==> src/rtl/control_fsm.sv <==
// Multi-cycle control unit for the CHARIS-style datapath: sequences fetch, decode, execute,
// memory and write-back, and closes the PC loop back to the fetch stage.
module control_fsm #(
    parameter int unsigned OPC_W = 6
) (
    input  logic        Clk,
    input  logic        Reset,
    input  logic [31:0] Instr,
    input  logic        ALU_zero,
    output logic        PC_Sel,
    output logic        PC_LdEn,
    output logic        IR_LdEn,
    output logic        RF_B_sel,
    output logic        RF_WrEn,
    output logic        RF_WrData_sel,
    output logic [1:0]  ImmExt,
    output logic        ALU_Bin_sel,
    output logic [3:0]  ALU_func,
    output logic        MEM_WrEn,
    output logic        ByteOp,
    output logic [2:0]  State
);

    typedef enum logic [2:0] {
        StFetch  = 3'd0,
        StDecode = 3'd1,
        StExec   = 3'd2,
        StMem    = 3'd3,
        StWb     = 3'd4
    } state_e;

    typedef enum logic [2:0] {
        ClsNop,
        ClsAlu,
        ClsBranch,
        ClsLoad,
        ClsStore
    } op_class_e;

    localparam logic [OPC_W-1:0] OpcRtype = OPC_W'(6'b100000);
    localparam logic [OPC_W-1:0] OpcAddi  = OPC_W'(6'b110000);
    localparam logic [OPC_W-1:0] OpcAndi  = OPC_W'(6'b110010);
    localparam logic [OPC_W-1:0] OpcOri   = OPC_W'(6'b110011);
    localparam logic [OPC_W-1:0] OpcLi    = OPC_W'(6'b111000);
    localparam logic [OPC_W-1:0] OpcLui   = OPC_W'(6'b111001);
    localparam logic [OPC_W-1:0] OpcBeq   = OPC_W'(6'b000000);
    localparam logic [OPC_W-1:0] OpcBne   = OPC_W'(6'b000001);
    localparam logic [OPC_W-1:0] OpcB     = OPC_W'(6'b111111);
    localparam logic [OPC_W-1:0] OpcLw    = OPC_W'(6'b001111);
    localparam logic [OPC_W-1:0] OpcLb    = OPC_W'(6'b000011);
    localparam logic [OPC_W-1:0] OpcSw    = OPC_W'(6'b011111);
    localparam logic [OPC_W-1:0] OpcSb    = OPC_W'(6'b000111);

    localparam logic [3:0] AluAdd = 4'b0000;
    localparam logic [3:0] AluSub = 4'b0001;
    localparam logic [3:0] AluAnd = 4'b0010;
    localparam logic [3:0] AluOr  = 4'b0011;

    localparam logic [1:0] ImmZero    = 2'b00;
    localparam logic [1:0] ImmSext    = 2'b01;
    localparam logic [1:0] ImmSextSh2 = 2'b10;
    localparam logic [1:0] ImmShl16   = 2'b11;

    function automatic op_class_e classify(input logic [OPC_W-1:0] opc);
        op_class_e cls;
        case (opc)
            OpcRtype, OpcAddi, OpcAndi, OpcOri, OpcLi, OpcLui: cls = ClsAlu;
            OpcBeq, OpcBne, OpcB:                             cls = ClsBranch;
            OpcLw, OpcLb:                                     cls = ClsLoad;
            OpcSw, OpcSb:                                     cls = ClsStore;
            default:                                          cls = ClsNop;
        endcase
        return cls;
    endfunction

    state_e           state_q, state_d;
    logic             started_q;
    logic [OPC_W-1:0] opc_q;
    logic [3:0]       func_q;
    op_class_e        live_cls;
    op_class_e        cls_q;

    logic [3:0] alu_func_f;
    logic [1:0] imm_ext_f;
    logic       bin_sel_f;
    logic       b_sel_f;
    logic       byte_f;
    logic       wr_data_sel_f;
    logic       taken;

    // Only the opcode and R-type function field matter to control.
    logic unused_instr_bits;
    assign unused_instr_bits = ^Instr[31-OPC_W:4];

    assign live_cls = classify(Instr[31 -: OPC_W]);
    assign cls_q    = classify(opc_q);
    assign State    = state_q;

    // started_q holds FETCH through the first edge after reset release, so the first
    // FETCH spans a full cycle regardless of where in the cycle Reset was released.
    always_ff @(posedge Clk or negedge Reset) begin
        if (!Reset) begin
            state_q   <= StFetch;
            started_q <= 1'b0;
            opc_q     <= '0;
            func_q    <= '0;
        end else begin
            started_q <= 1'b1;
            if (started_q) begin
                state_q <= state_d;
            end
            if (state_q == StDecode) begin
                opc_q  <= Instr[31 -: OPC_W];
                func_q <= Instr[3:0];
            end
        end
    end

    // Datapath control fields, decoded from the latched opcode only.
    always_comb begin
        alu_func_f    = AluAdd;
        imm_ext_f     = ImmZero;
        bin_sel_f     = 1'b0;
        b_sel_f       = 1'b0;
        byte_f        = 1'b0;
        wr_data_sel_f = 1'b0;
        taken         = 1'b0;
        case (opc_q)
            OpcRtype: alu_func_f = func_q;
            OpcAddi: begin
                bin_sel_f = 1'b1;
                imm_ext_f = ImmSext;
            end
            OpcAndi: begin
                bin_sel_f  = 1'b1;
                alu_func_f = AluAnd;
            end
            OpcOri: begin
                bin_sel_f  = 1'b1;
                alu_func_f = AluOr;
            end
            OpcLi: begin
                bin_sel_f = 1'b1;
                imm_ext_f = ImmSext;
            end
            OpcLui: begin
                bin_sel_f = 1'b1;
                imm_ext_f = ImmShl16;
            end
            OpcBeq, OpcBne, OpcB: begin
                b_sel_f    = 1'b1;
                alu_func_f = AluSub;
                imm_ext_f  = ImmSextSh2;
                if (opc_q == OpcBeq) begin
                    taken = ALU_zero;
                end else if (opc_q == OpcBne) begin
                    taken = !ALU_zero;
                end else begin
                    taken = 1'b1;
                end
            end
            OpcLw, OpcLb: begin
                bin_sel_f     = 1'b1;
                imm_ext_f     = ImmSext;
                wr_data_sel_f = 1'b1;
                byte_f        = (opc_q == OpcLb);
            end
            OpcSw, OpcSb: begin
                b_sel_f   = 1'b1;
                bin_sel_f = 1'b1;
                imm_ext_f = ImmSext;
                byte_f    = (opc_q == OpcSb);
            end
            default: ;
        endcase
    end

    always_comb begin
        state_d       = state_q;
        PC_Sel        = 1'b0;
        PC_LdEn       = 1'b0;
        IR_LdEn       = 1'b0;
        RF_B_sel      = 1'b0;
        RF_WrEn       = 1'b0;
        RF_WrData_sel = 1'b0;
        ImmExt        = ImmZero;
        ALU_Bin_sel   = 1'b0;
        ALU_func      = AluAdd;
        MEM_WrEn      = 1'b0;
        ByteOp        = 1'b0;

        if (state_q == StExec || state_q == StMem || state_q == StWb) begin
            RF_B_sel      = b_sel_f;
            RF_WrData_sel = wr_data_sel_f;
            ImmExt        = imm_ext_f;
            ALU_Bin_sel   = bin_sel_f;
            ALU_func      = alu_func_f;
            ByteOp        = byte_f;
        end

        case (state_q)
            StFetch: state_d = StDecode;
            StDecode: begin
                IR_LdEn = 1'b1;
                if (live_cls == ClsNop) begin
                    PC_LdEn = 1'b1;
                    state_d = StFetch;
                end else begin
                    state_d = StExec;
                end
            end
            StExec: begin
                case (cls_q)
                    ClsBranch: begin
                        PC_LdEn = 1'b1;
                        PC_Sel  = taken;
                        state_d = StFetch;
                    end
                    ClsLoad, ClsStore: state_d = StMem;
                    ClsAlu:            state_d = StWb;
                    default:           state_d = StFetch;
                endcase
            end
            StMem: begin
                if (cls_q == ClsStore) begin
                    MEM_WrEn = 1'b1;
                    PC_LdEn  = 1'b1;
                    state_d  = StFetch;
                end else if (cls_q == ClsLoad) begin
                    state_d = StWb;
                end else begin
                    state_d = StFetch;
                end
            end
            StWb: begin
                RF_WrEn = 1'b1;
                PC_LdEn = 1'b1;
                state_d = StFetch;
            end
            default: state_d = StFetch;
        endcase
    end

endmodule

==> config.mk <==
export PLATFORM = sky130hd
export DESIGN_NAME = control_fsm
export DESIGN_NICKNAME = d
export VERILOG_FILES = /design/src/rtl/control_fsm.sv
export SDC_FILE = /design/constraint.sdc
export NUM_CORES = 1
export LEC_CHECK = 0
export CORE_AREA = 2 2 55 57
export CTS_CLUSTER_DIAMETER = 60
export DETAILED_ROUTE_END_ITERATION = 10
export DIE_AREA = 0 0 57 59
export HOLD_SLACK_MARGIN = 0.12
export PLACE_DENSITY = 0.78
export SLEW_MARGIN = 40
export SYNTH_ARGS = -nofsm -noshare
export SYNTH_HDL_FRONTEND = slang
export SYNTH_SLANG_ARGS = --single-unit
==> constraint.sdc <==
create_clock -name Clk -period 1.75 [get_ports Clk]
set_input_delay 0.175 -clock Clk [delete_from_list [all_inputs] [get_ports Clk]]
set_output_delay 0.175 -clock Clk [all_outputs]
set_load 0.005 [all_outputs]
**Word level (Yosys, flattened, before mapping)**

Memories as Yosys holds them, arrays and structs flattened.
Index checks and enable logic that the tools add are counted.

- Flip-flop bits (word level): 14
- Memory bits (read-only): 384
- Output and inout bits: 18
- Logic and storage cells: 68
- Memories kept: 2

Memories:

| name | words | bits a word | rd ports | clocked after Yosys merged registers in | wr ports | RTL line | text |
|---|---|---|---|---|---|---|---|
| (name not given) | 64 | 3 | 1 | 0 | 0 | 66 | `case (opc)` |
| (name not given) | 64 | 3 | 1 | 0 | 0 | 66 |  |

- Equality and inequality tests: 20
- Muxes and demuxes: 29
- Reduce and logical (&&, ||, !) cells: 13

Operator list:

| kind | number |
|---|---|
| equality test 6 bit (second input constant) | 7 |
| 2-to-1 mux 1 bit | 18 |
| one-hot mux 4 bit (4 select lines) | 1 |
| equality test 3 x 2 -> 1 bit (second input constant) | 4 |
| one-hot mux 3 bit (4 select lines) | 1 |
| OR reduction 9 bit | 1 |
| equality test 3 x 1 -> 1 bit (second input constant) | 2 |
| equality test 3 bit (second input constant) | 2 |
| equality test 6 x 1 -> 1 bit (second input constant) | 1 |
| equality test 6 x 2 -> 1 bit (second input constant) | 1 |
| equality test 6 x 3 -> 1 bit (second input constant) | 1 |
| equality test 6 x 4 -> 1 bit (second input constant) | 1 |
| equality test 6 x 5 -> 1 bit (second input constant) | 1 |
| logical NOT 3 bit | 2 |
| logical NOT 6 bit | 1 |
| 2-to-1 mux 3 bit | 2 |
| one-hot mux 2 bit (3 select lines) | 1 |
| one-hot mux 3 bit (2 select lines) | 1 |
| OR reduction 2 bit | 3 |
| OR reduction 6 bit | 1 |
| OR reduction 5 bit | 1 |
| 2-to-1 mux 2 bit | 2 |
| 2-to-1 mux 4 bit | 1 |
| one-hot mux 1 bit (4 select lines) | 1 |
| other kinds (4) | 5 |

**Longest topological paths before layout**

- Depth in word-level cells: 6
- Gate-level depth with buffers: 6
- Gate-level depth less buffers: 4

**Worst setup path after synthesis**

No wires, ideal clock.

- Path kind: flip-flop to output port
- From: reg opc_q[3]
- To: out PC_Sel
- Arrival: 1.517 ns
- Slack: 0.058 ns
- Stages on the path, launching flop included: 4
- Cells stage by stage: dfrtp_1 > or4_4 > o22a_1 > a2111oi_2

- Cells in the longest elaborated chain, start to end: 6

RTL lines:

| what | RTL line | text |
|---|---|---|
| start: declaration | 78 | `logic [OPC_W-1:0] opc_q;` |
| start signal: assignment | 113 | `opc_q <= Instr[31 -: OPC_W];` |
| branches (longest 4 deep; another with memory read (64 x 3 bit)) | -- |  |
| 2-to-1 mux 1 bit (*) | 213 | `case (cls_q)` |
| 2-to-1 mux 1 bit (*) | 201 | `case (state_q)` |
| end: declaration | 10 | `output logic PC_Sel,` |

Every way passes the cells marked *.

**Worst setup path in the final report**

- From: reg opc_q[5]
- To: out PC_Sel

The elaborated chain is that of the path after synthesis.

==> out/qor.txt <==
vias in the first global route: 1510
Yosys reg bits: 14
Final Hold Vio Count: 0
CTS tree: done
synth unique cells: 48
Area Growth Syn to Fin: 98.1%
Post-DP Area: 1670 um^2
ANT cells: 0
DIE HEIGHT: 59 um
Setup WS post-layout: -0.419 ns
register area share after synthesis: 32.5%
Slew @ Worst Pin: 0.674 ns
DRC: 0
Cell Int Power: 1.80 mW
share of the synthesized area in the top cell type: 32.5%
CP required: 1.57 ns
ys async rst share: 100%
yosys warns: 0
Synth Instances: 123
total of max-cap violations: 0
final design area excluding fillers: 2130 um^2
DR iter-0 viols: 86
top cells by area, synth: dfrtp_1, mux2_2, nand2b_1
Avg Vias per Cell: 6.01
layout cell share with drive strength beyond 1: 57.7%
H-Tree Depth: 1
critical path endpoint category: output pin
Die Wd: 57 um
slew margin rel.: 54.9%
DRT Wirelength: 4.80 mm
RePlAce Congestion: 0.917
clock skew: 0.00546 ns
clock share of power: 7.7%
net switching power: 1.35 mW
EDFF count, synth: 0
Pre-Repair DR Iteration Count: 5
Comb pwr share: 72.8%
final worst-path cycle share: 124%
switching portion of total power: 42.8%
number of fill cells in the layout: 146
endpoints failing setup: 15
DR WL/cell: 19.7 um
startpoint class of the critical path: flop
syn_area_per_cell: 8.76 um^2
Num CTS Buffers: 3
Total GRT Usage: 27.4%
initial antenna violation count: 0
Clock Path Buffers: 2
I/O pin count: 53
Initial Util: 39.8%
Root Driver: clkbuf_4
Std-Cell Rows: 19
# port buffers: 30
global-route wire length before repair: 7.07 mm
worst vdd ir: 1370 uV
final core area utilization: 78.8%
routed via count: 1466
Setup CP Type: flop to output pin
Clk Latency, worst-skew pair: 0.29 ns
Worst Path Arrival: 1.99 ns
Power per Cell Area: 1480 nW/um^2
crit path max fanout: 3
P_leak: 0.940 nW
Antenna Violating Nets Remaining: 0
die area: 3360 um^2
Nets: 249
Syn Nets: 158
core area: 2710 um^2
Final Max Tran Viols: 0
reg2reg setup slack: -0.20 ns
failing checks: negative setup slack
status: complete, but fails checks
Peak Freq: 0.461 GHz
Post-synth top flop: dfrtp_1
largest net degree at the start of global routing: 16
RSZ-0062 raised after global routing: yes
Hold Path Class: input pin to async pin
min Tclk post-route: 2.17 ns
clock sink total: 14
Seq pwr share: 19.4%
synthesized cell area: 1080 um^2
post-detail-place hpwl: 2.62 mm
Clock transition at path regs: 0.09 ns
total gr overflow: 0
hold_buf cts: 0
largest area contributor in the netlist: dfrtp_1
[cells in the mapped netlist, drive strengths merged (2+ instances only)]
cell type and number:
and2 2, dfrtp 14, mux2i 2, a21oi 7, a2111oi 2, or2 2
nor2 6, xnor2 4, nand2b 6, nand3 4, and3 3, inv 7
clkbuf 4, mux2 8, buf 4, nor3 5, nor4bb 2, o21ai 6
nand2 9
[state kept, by name, indices dropped and copies added (netlist names)]
name       flops
State          3
func_q         4
opc_q          6
started_q      1
[power groups by stage]
stage / combinational, mW / sequential (mW) / clock [mW]
floorplan: 0.759 / 0.532 / 0
global placement: 1.30 / 0.556 / 0
detailed placement: 1.35 / 0.566 / 0
CTS: 1.82 / 0.580 / 0.242
global route: 2.40 / 0.623 / 0.258
finish: 2.30 / 0.612 / 0.244
[cell type report]
| type | instances | area (um^2) | area share (%) |
|---|---|---|---|
| Clock buffer | 4 | 36.3 | 1.70 |
| Multi-Input combinational cell | 94 | 882 | 41.3 |
| Timing Repair Buffer | 94 | 795 | 37.2 |
| Tap cell | 31 | 38.8 | 1.82 |
| Inverter | 7 | 30.0 | 1.41 |
| Sequential cell | 14 | 353 | 16.5 |
[placed cells by master, fill, tap and decap left out, types with 3 or more instances in the layout]
cell              n
nand2b_1          4
buf_4            45
a21oi_1           4
clkdlybuf4s50_1  15
buf_2            11
o21ai_0           3
clkbuf_4          3
dfrtp_1          12
nand3_1           3
nand2_1           6
nor2_1            4
inv_1             6
mux2_2            8
buf_6            18
a21oi_2           3
[worst max-delay path, stage by stage (launching register included)]
cell and delay (ns):
dfrtp_1 0.40, or4_4 0.54, buf_4 0.17, nor2_4 0.15, buf_4 0.13, buf_4 0.10
a2111oi_4 0.05, buf_2 0.14
[worst paths after layout]
| kind | start | end | cells after the start |
|---|---|---|---|
| worst max-delay path | opc_q[5] | PC_Sel | 7 |
| worst min-delay path | Reset | opc_q[4] | 1 |
| worst max register to register | opc_q[3] | State[1] | 7 |
| worst min register to register | func_q[2] | func_q[2] | 1 |
| max in group asynchronous | Reset | opc_q[1] | 1 |
| min in group Clk | Instr[1] | func_q[1] | 2 |
[logic make-up after synthesis]
kind of cell / count (synthesis) / share of synthesized area (%)
and+or+nand+nor: 46 / 24.0
xor gates and xnor gates: 5 / 4.06
DFF: 14 / 32.5
buffers and inverters: 15 / 6.74
other: 1 / 0.348
AOI/OAI and AO/OA: 32 / 22.1
muxes: 10 / 10.2
[routing by layer]
metal | track usage, % | share of wire, % | vias up
li1 | - | - | 638
met4 | 12.0 | 3.7 | 0
met2 | 49.6 | 52 | 104
met1 | 32.5 | 37 | 703
met5 | 0 | 0 | -
met3 | 3.93 | 7.7 | 21
[stage by stage]
stage / total power [mW] / std cells / TNS [ns] / setup slack, ns / hold WS, ns
global placement: 1.86 / 216 / -3.73 / -0.431 / 0.488
finish: 3.15 / 244 / -3.25 / -0.419 / 0.285
CTS: 2.64 / 235 / -3.09 / -0.365 / 0.301
detailed placement: 1.91 / 216 / -4.18 / -0.461 / 0.500
floorplan: 1.29 / 123 / 0 / 0.0584 / -0.121
global route: 3.28 / 244 / -4.11 / -0.450 / 0.319
[repair_timing]
action                                  in CTS  in global routing
cloned                                       0                  0
pin swaps                                   20                 20
gates resized for setup                     93                 31
endpoints found under the setup margin      16                 24
setup buffers                               15                 11
No activity file was read; power rests on OpenSTA's default activity.
